## config.mk

```make
export PLATFORM = sky130hd
export DESIGN_NAME = shift_mix_stage
export DESIGN_NICKNAME = d
export VERILOG_FILES = /design/src/rtl/saes_pkg.sv /design/src/rtl/gf16_mul4.sv /design/src/rtl/shift_mix_stage.sv
export SDC_FILE = /design/constraint.sdc
export NUM_CORES = 1
export LEC_CHECK = 0
export ABC_AREA = 0
export BUFFER_PORTS_ARGS = -buffer_cell sky130_fd_sc_hd__buf_2
export CAP_MARGIN = 20
export CELL_PAD_IN_SITES_DETAIL_PLACEMENT = 1
export CELL_PAD_IN_SITES_GLOBAL_PLACEMENT = 1
export CORE_AREA = 3 3 81 83
export DETAILED_ROUTE_END_ITERATION = 12
export DIE_AREA = 0 0 84 86
export PLACE_DENSITY = 0.75
export SKIP_CTS_REPAIR_TIMING = 1
export SLEW_MARGIN = 20
export SYNTH_ARGS = -nofsm -noshare
export SYNTH_HDL_FRONTEND = slang
export SYNTH_SLANG_ARGS = --single-unit
```

## constraint.sdc

```tcl
create_clock -name clk -period 1.85 [get_ports clk]
set_input_delay 0.0925 -clock clk [delete_from_list [all_inputs] [get_ports clk]]
set_output_delay 0.0925 -clock clk [all_outputs]
set_load 0.01 [all_outputs]
```

## src/rtl/saes_pkg.sv

```systemverilog
// Shared constants and helpers for the small-AES shift/mix datapath.
package saes_pkg;

    // Bit position of the low bit of each state nibble inside a 16-bit beat.
    localparam int S00_LSB = 12;
    localparam int S10_LSB = 8;
    localparam int S01_LSB = 4;
    localparam int S11_LSB = 0;

    // x^4 reduces to x+1 under the field polynomial x^4+x+1.
    localparam logic [3:0] GF_MOD   = 4'h3;
    // Column mixing multiplies the partner nibble by this constant.
    localparam logic [3:0] MIX_COEF = 4'h4;

    // Occupancy of the output register plus skid register.
    typedef enum logic [1:0] {
        BUF_EMPTY = 2'd0,
        BUF_ONE   = 2'd1,
        BUF_FULL  = 2'd2
    } bufState_e;

    // Multiply by x in GF(2^4), folding the carried-out x^4 term back in.
    function automatic logic [3:0] xtime(input logic [3:0] a);
        return a[3] ? ({a[2:0], 1'b0} ^ GF_MOD) : {a[2:0], 1'b0};
    endfunction

    // General GF(2^4) product built from repeated xtime steps.
    function automatic logic [3:0] gfMul(input logic [3:0] a, input logic [3:0] b);
        logic [3:0] acc;
        logic [3:0] pow;
        acc = 4'h0;
        pow = a;
        for (int i = 0; i < 4; i++) begin
            if (b[i]) acc = acc ^ pow;
            pow = xtime(pow);
        end
        return acc;
    endfunction

endpackage

```

## src/rtl/gf16_mul4.sv

```systemverilog
// Combinational multiply of one nibble by the mix coefficient.
module gf16_mul4
    import saes_pkg::*;
(
    input  logic [3:0] x_i,
    output logic [3:0] y_o
);

    assign y_o = gfMul(x_i, MIX_COEF);

endmodule

```

## src/rtl/shift_mix_stage.sv

```systemverilog
// ShiftRows + MixColumns stage with a valid/ready output buffer.
// The transform is purely combinational in front of the registers; the
// buffer is either a single output register or output plus one skid entry.
module shift_mix_stage
    import saes_pkg::*;
#(
    parameter bit SKID_EN = 1'b1
) (
    input  logic        clk,
    input  logic        rst,
    input  logic        in_valid,
    output logic        in_ready,
    input  logic [15:0] in_data,
    input  logic        in_last,
    output logic        out_valid,
    input  logic        out_ready,
    output logic [15:0] out_data,
    output logic        out_last
);

    logic [3:0] colA0, colB0, colA1, colB1;
    logic [3:0] mulA0, mulB0, mulA1, mulB1;
    logic [15:0] shifted, mixed, result;

    bufState_e  state_q, state_d;
    logic [15:0] outData_q, outData_d;
    logic        outLast_q, outLast_d;
    logic [15:0] skidData_q, skidData_d;
    logic        skidLast_q, skidLast_d;
    logic        readyEn_q;
    logic        accept, drain;

    // ShiftRows swaps the two bottom-row nibbles; top row stays put.
    assign colA0 = in_data[S00_LSB +: 4];
    assign colB0 = in_data[S11_LSB +: 4];
    assign colA1 = in_data[S01_LSB +: 4];
    assign colB1 = in_data[S10_LSB +: 4];
    assign shifted = {colA0, colB0, colA1, colB1};

    gf16_mul4 uMulA0 (.x_i(colA0), .y_o(mulA0));
    gf16_mul4 uMulB0 (.x_i(colB0), .y_o(mulB0));
    gf16_mul4 uMulA1 (.x_i(colA1), .y_o(mulA1));
    gf16_mul4 uMulB1 (.x_i(colB1), .y_o(mulB1));

    assign mixed  = {colA0 ^ mulB0, mulA0 ^ colB0, colA1 ^ mulB1, mulA1 ^ colB1};
    assign result = in_last ? shifted : mixed;

    assign out_valid = (state_q != BUF_EMPTY);
    assign out_data  = outData_q;
    assign out_last  = outLast_q;

    // Skid mode only looks at registered state; single-register mode may
    // pass a beat through when the current output is being drained.
    assign in_ready = SKID_EN ? (readyEn_q && (state_q != BUF_FULL))
                              : (readyEn_q && ((state_q == BUF_EMPTY) || out_ready));

    assign accept = in_valid && in_ready;
    assign drain  = out_valid && out_ready;

    // Holds off acceptance until the first edge after reset is released.
    always_ff @(posedge clk or posedge rst) begin
        if (rst) readyEn_q <= 1'b0;
        else     readyEn_q <= 1'b1;
    end

    // Buffer state and data registers; reset empties everything at once.
    always_ff @(posedge clk or posedge rst) begin
        if (rst) begin
            state_q    <= BUF_EMPTY;
            outData_q  <= 16'h0000;
            outLast_q  <= 1'b0;
            skidData_q <= 16'h0000;
            skidLast_q <= 1'b0;
        end else begin
            state_q    <= state_d;
            outData_q  <= outData_d;
            outLast_q  <= outLast_d;
            skidData_q <= skidData_d;
            skidLast_q <= skidLast_d;
        end
    end

    // Next-state: new beats go to the output register when it is free or
    // draining, otherwise to the skid; a drain from FULL promotes the skid.
    always_comb begin
        state_d    = state_q;
        outData_d  = outData_q;
        outLast_d  = outLast_q;
        skidData_d = skidData_q;
        skidLast_d = skidLast_q;
        case (state_q)
            BUF_EMPTY: begin
                if (accept) begin
                    outData_d = result;
                    outLast_d = in_last;
                    state_d   = BUF_ONE;
                end
            end
            BUF_ONE: begin
                if (drain && accept) begin
                    outData_d = result;
                    outLast_d = in_last;
                end else if (drain) begin
                    state_d = BUF_EMPTY;
                end else if (accept) begin
                    skidData_d = result;
                    skidLast_d = in_last;
                    state_d    = BUF_FULL;
                end
            end
            BUF_FULL: begin
                if (drain) begin
                    outData_d = skidData_q;
                    outLast_d = skidLast_q;
                    state_d   = BUF_ONE;
                end
            end
            default: state_d = BUF_EMPTY;
        endcase
    end

endmodule

```

==> metrics.cfg, run 1 <==
[cells_and_area]
area_growth_pct = 19.7
fillers = 682
fin_cells = 319
finalInstanceArea_um2 = 2440
diodes = 0
nets = 264
layout-drive-gt1-share = 0.328

[placement]
place_area_um2 = 2310
gp_congestion = 0.762
dp_hpwl_um = 3500
placedCellCount = 310
numPortBuffers = 39
place_worst_setup_slack_ns = 0.150

[detailed_routing]
ant_nets = 0
first_iter_violations = 70
drc_errors = 0
vias = 1565
first_pass_iters = 4
route.final.wire_length_um = 4860
wire_per_inst_um = 15.2
via_per_inst = 4.91

[yosys]
synth_edf_count = 0
syn_nets = 218
synthFlopType = dfrtp_1
syn_inst = 197
netlist_area_um2 = 2040
synth_cell_types = 29
syn_avg_cell_area_um2 = 10.4
synth-async-reset-ratio = 1.00
synth_seq_area_share = 0.454
yosys_warnings = 0
synth-seq-cells = 37

[setup_path]
cp.depth = 4
endpoint = out_data[8]
critPathMaxFanout = 11
reg2reg_depth = 4
end_kind = flop
cp_data_arrival_time_ns = 1.89
worstSetupStartpointType = flop
worstSetupPathType = flop to flop
timing.critical_path.from = state_q[1]
crit_required_ns = 2.02
r2r_slack_ns = 0.13
r2r-start = state_q[1]
crit_chain = nand2b_1 -> o32ai_2 -> buf_4 -> mux2_2
path_delay_family = flip-flops
path_buf_inv = 1
timing.rr.end = out_data[8]
cpPeakStageDelay_ns = 0.55
crit_path_top_delay_cell = dfrtp_1

[clock_tree]
htree_levels = 2
cts.sinks = 37
clockBufferDepth = 2
root_buffer = clkbuf_8
numCtsBuffers = 5
tritoncts = yes
clock_latency_ns = 0.29
path_clk_slew_ns = 0.08

[floorplanning]
fp.dieW_um = 84
coreArea_um2 = 5920
die_area_um2 = 7220
start_util = 0.344
io_pins = 40
rows = 28
die_height_um = 86

[power_and_ir_drop]
power_mw = 2.75
power_frac_seq = 0.451
swShare = 0.304
power_switching_uw = 835
p_comb_frac = 0.284
power.leakage_nw = 1.12
p_per_area_nw_per_um2 = 1130
clkPwrFrac = 0.266
p_int_mw = 1.91
peakVddDrop_uv = 450

[grt]
track_usage = 0.144
grt_start_max_net_pins = 38
grt_remaining_overflow = 0
antenna_found_initial = 0
grt_pass1_vias = 1612
grt_pass1_wl_um = 8200

[timing]
finalMaxSlewViolations = 0
finalSetupTns_ns = 0
fin_crit_ns = 1.72
rsz0062_at_grt = no
setup_viol = 0
worstMarginPinSlew_ns = 0.700
max_freq_mhz = 582
max_slew_margin = 0.532
finalWorstSetupSlack_ns = 0.133
hold_viol = 0
skew_ns = 0.00680
post-route-period-util = 0.928

[hold_path]
hold_path_class = input pin to flop

[job]
max-cap-violations = 0

[outcome]
outcome = complete, no violations

==> cell families (layout without fill, tap and decap cells) <==
family                    after synthesis  in the layout  share of synthesized area
AOI/OAI and AO/OA                      44             44                      0.164
DFF                                    37             37                      0.454
other                                   1              1                    0.00184
buffers and inverters                  11             58                     0.0399
and+or+nand+nor                        69             69                      0.178
xor gates and xnor gates               24             24                      0.103
muxes                                  11             11                     0.0595
==> cell usage after synthesis, types with 2 or more instances <==
master | number | area, um2
dfrtp_1 | 37 | 926
nor2_1 | 33 | 124
xnor2_1 | 24 | 210
a21oi_1 | 14 | 70.1
a21oi_2 | 10 | 87.6
a21o_1 | 9 | 67.6
mux2_2 | 9 | 101
a32o_1 | 8 | 80.1
nand3_1 | 8 | 40.0
or3_1 | 8 | 50.1
and2b_1 | 6 | 45.0
buf_4 | 4 | 30.0
buf_6 | 3 | 33.8
nand2_1 | 3 | 11.3
buf_2 | 2 | 10.0
inv_1 | 2 | 7.51
mux2i_1 | 2 | 20.0
nand2b_1 | 2 | 12.5
nor2_2 | 2 | 12.5
nor2b_1 | 2 | 12.5
==> worst min-delay path: stages <==
cell,delay [ns]
buf_2,0.11
xnor2_1,0.11
a21oi_1,0.06
==> metal layers <==
layer,vias to the layer above,track usage,share of wire
met2,25,0.232,0.48
met5,-,0,0
li1,770,-,-
met3,6,0.0375,0.029
met1,764,0.190,0.47
met4,0,0.0439,0.014
==> how the worst min path moves through the flow <==
| stage | from | end | slack [ns] | depth (start not counted) |
|---|---|---|---|---|
| CTS | rst | out_data[4] | -0.07 | 3 |
| finish | in_data[5] | skidData_q[5] | 0.13 | 3 |
| floorplan | rst | out_data[0] | 0.27 | 1 |
| global placement | rst | state_q[0] | 0.24 | 3 |
| global route | in_data[9] | skidData_q[1] | 0.15 | 3 |
| detailed placement | rst | readyEn_q | 0.25 | 3 |
==> power by group through the flow <==
stage | sequential [mW] | combinational, mW | clock [mW]
final | 1.24 | 0.780 | 0.731
after detailed placement | 1.26 | 0.793 | 0
after global routing | 1.28 | 0.880 | 0.787
after CTS | 1.24 | 0.798 | 0.752
after floorplan | 1.28 | 0.489 | 0
after global placement | 1.25 | 0.765 | 0
==> sequential cells by signal, summed over array words and instances, names as in the netlist <==
name,flops
state_q,2
skidLast_q,1
out_data,16
out_last,1
readyEn_q,1
skidData_q,16
==> layout by cell type (no fill, tap or decap), types with 3 or more instances in the layout <==
| cell type | count |
|---|---|
| a21oi_2 | 10 |
| mux2_2 | 9 |
| or3_1 | 8 |
| buf_2 | 39 |
| a21o_1 | 9 |
| nor2_1 | 33 |
| nand2_1 | 3 |
| buf_4 | 8 |
| nand3_1 | 8 |
| a32o_1 | 8 |
| and2b_1 | 6 |
| xnor2_1 | 24 |
| dfrtp_1 | 37 |
| a21oi_1 | 14 |
| clkbuf_8 | 6 |
==> stage by stage <==
step	util	hold WS (ns)
after floorplan	-	0.272
after global placement	0.391	0.238
after detailed placement	0.391	0.250
after CTS	0.411	-0.0712
after global routing	0.412	0.150
final	0.412	0.132
==> layout make-up <==
class / count / area, um2 / share of cell area
flip-flops and latches: 37 / 926 / 0.379
inverters: 2 / 7.51 / 0.00308
repair buffers: 48 / 265 / 0.109
well taps: 75 / 93.8 / 0.0384
clock buffers: 7 / 86.3 / 0.0354
clock inverters: 1 / 30.0 / 0.0123
multi-input cells: 149 / 1030 / 0.423
No activity file was read; power rests on OpenSTA's default activity.
==> run 2, diff against run 1 <==
- ABC_AREA: 0 -> 1
- CORE_AREA: 3 3 81 83 -> 3 3 82 84
- DIE_AREA: 0 0 84 86 -> 0 0 85 87
- PLACE_DENSITY: 0.75 -> 0.8
==> run 2 against run 1 <==
  * Clock power up 1%
  * Sequential share of layout area is 1.3 points lower
  * Utilization increased by 0.92 points
  * Worst setup slack better by 0.16 ns
  * First-iteration DRC count rose by 94%
  * Maximum frequency increased by 9.9%
  * Via count grew 34%
  * Critical endpoint is now in_ready
  * Largest cell class unchanged
  * Highest routed layer unchanged
==> metrics.cfg, run 2 <==
[cells_and_area]
nets = 371
layout-drive-gt1-share = 0.188
multiInputGateArea_um2 = 986
final_util = 0.421
mostFrequentLayoutCells = 136 x nand2_1, 39 x buf_2, 37 x dfrtp_1
area_growth_pct = 19.1
fillers = 781
layout_commonest_cell = nand2_1
register_area_um2 = 926
diodes = 0
fin_cells = 426

[yosys]
synth_area_leaders = dfrtp_1 44%, nand2_1 24%, nand3_1 6.1%
syn_nets = 329
synth_seq_area_share = 0.437
ys_top_cells_by_count = 136 x nand2_1, 37 x dfrtp_1, 27 x inv_1, 26 x nand3_1, 25 x nor2_1
synth-async-reset-ratio = 1.00
synth-seq-cells = 37
synth_edf_count = 0
synth.most_common_cell = nand2_1
syn_inst = 308
synthFlopType = dfrtp_1
syn_avg_cell_area_um2 = 6.89
synth_top_area_cell = dfrtp_1
netlist_area_um2 = 2120
synth_cell_types = 22
yosys_warnings = 0
synth_top_area_frac = 0.437

[floorplanning]
coreArea_um2 = 5990
fp.dieW_um = 85
io_pins = 40
die_height_um = 87
rows = 28
start_util = 0.354
die_area_um2 = 7400

[detailed_routing]
wire_per_inst_um = 14.5
vias = 2096
via_per_inst = 4.92
drc_errors = 0
route.final.wire_length_um = 6170
ant_nets = 0
first_iter_violations = 136
first_pass_iters = 4

[clock_tree]
htree_levels = 2
clock_latency_ns = 0.29
root_buffer = clkbuf_8
clockBufferDepth = 2
numCtsBuffers = 5
cts.sinks = 37
path_clk_slew_ns = 0.07
tritoncts = yes

[setup_path]
path_delay_family = buffers and inverters
cpPeakStageDelay_ns = 0.41
path_buf_inv = 3
critPathMaxFanout = 24
crit_chain = inv_2 -> nand2_4 -> inv_1 -> nor2_1 -> buf_2
timing.rr.end = out_data[15]
cp_data_arrival_time_ns = 1.47
crit_path_top_delay_cell = dfrtp_1
worstSetupPathType = flop to output port
crit_required_ns = 1.76
r2r-start = state_q[0]
worstSetupStartpointType = flop
r2r_slack_ns = 0.30
reg2reg_depth = 7
end_kind = output port

[power_and_ir_drop]
peakVddDrop_uv = 601
power_frac_seq = 0.391
p_per_area_nw_per_um2 = 1400
clkPwrFrac = 0.209
p_comb_frac = 0.400
power.leakage_nw = 1.44
p_int_mw = 2.16
power_switching_mw = 1.37
swShare = 0.388

[grt]
grt_pass1_wl_um = 10600
antenna_found_initial = 0
track_usage = 0.178
grt_remaining_overflow = 0
grt_pass1_vias = 2251
grt_start_max_net_pins = 38

[timing]
setup_viol = 0
max_freq_mhz = 640
rsz0062_at_grt = no
finalWorstSetupSlack_ns = 0.288
finalMaxSlewViolations = 0
hold_viol = 0
fin_crit_ns = 1.56
finalSetupTns_ns = 0
post-route-period-util = 0.844
skew_ns = 0.00479

[hold_path]
min_path_cells = 3
hold_end = skidData_q[5]
hold_path_class = input pin to flop
hp-start = in_data[5]

[placement]
placedCellCount = 417
gp_congestion = 0.800
place_worst_setup_slack_ns = 0.303
dp_hpwl_um = 4460
numPortBuffers = 39

[job]
max-cap-violations = 0

[outcome]
outcome = complete, no violations

run 2: cell count changes in the layout (fill, tap and decap cells not counted), moves of 9 or more:
cell and change:
nand2_1 +133, inv_1 +25, xnor2_1 -24, nand3_1 +18
a21oi_1 -13, o21ai_0 +12, a21oi_2 -10, a21o_1 -9
mux2_2 -9
run 2: final cells by class:
class,instances,share of cell area
sequential,37,0.367
clock inverter,1,0.0119
inverter,32,0.0476
multi-input combinational,227,0.390
tap,75,0.0372
clock buffer,7,0.0342
timing repair buffer,47,0.112
run 2: how the worst max path moves through the flow:
stage | endpoint | from | cells past startpoint | slack, ns
global route | out_data[14] | state_q[0] | 9 | 0.14
finish | in_ready | state_q[0] | 5 | 0.29
CTS | in_ready | state_q[0] | 5 | 0.27
detailed placement | out_data[15] | state_q[0] | 7 | 0.30
global placement | out_data[0] | state_q[0] | 7 | 0.41
floorplan | skidData_q[10] | state_q[1] | 7 | 0.60
run 2: through the flow:
step | instance area, um2 | total power [mW] | hold WS, ns
floorplan | 2120 | 2.30 | 0.271
global placement | 2400 | 2.74 | 0.236
detailed placement | 2400 | 2.83 | 0.242
CTS | 2510 | 3.58 | -0.0722
global route | 2520 | 3.84 | 0.154
finish | 2520 | 3.54 | 0.138
run 2: kinds of logic (layout without fill, tap and decap cells):
family | after synthesis | after routing | share of synthesized area
AO/OA/AOI/OAI | 25 | 25 | 0.0667
other | 1 | 1 | 0.00177
AND/OR/NAND/NOR | 201 | 201 | 0.396
buffers and inverters | 44 | 87 | 0.0985
flip-flops | 37 | 37 | 0.437
run 2: worst register-to-register path, cell delays in order, from the launching register on:
cell and delay, ns:
dfrtp_1 0.41, inv_2 0.10, nand2_4 0.18, nor2_2 0.21, o21bai_2 0.14, buf_4 0.23, nand2_1 0.08, o21ai_1 0.14
run 2: power groups by stage:
stage,Clock (mW),Sequential [mW],Combinational [mW]
detailed placement,0,1.40,1.43
global route,0.784,1.43,1.63
CTS,0.750,1.39,1.45
global placement,0,1.38,1.36
floorplan,0,1.45,0.856
finish,0.738,1.38,1.41
run 2: routing by layer:
metal	track usage	part of all wire	up-vias	wire length, um
met5	0	0	-	0
met4	0.0532	0.011	0	69
met3	0.0255	0.039	8	241
met2	0.304	0.48	48	2930
met1	0.233	0.47	998	2930
li1	-	-	1042	-
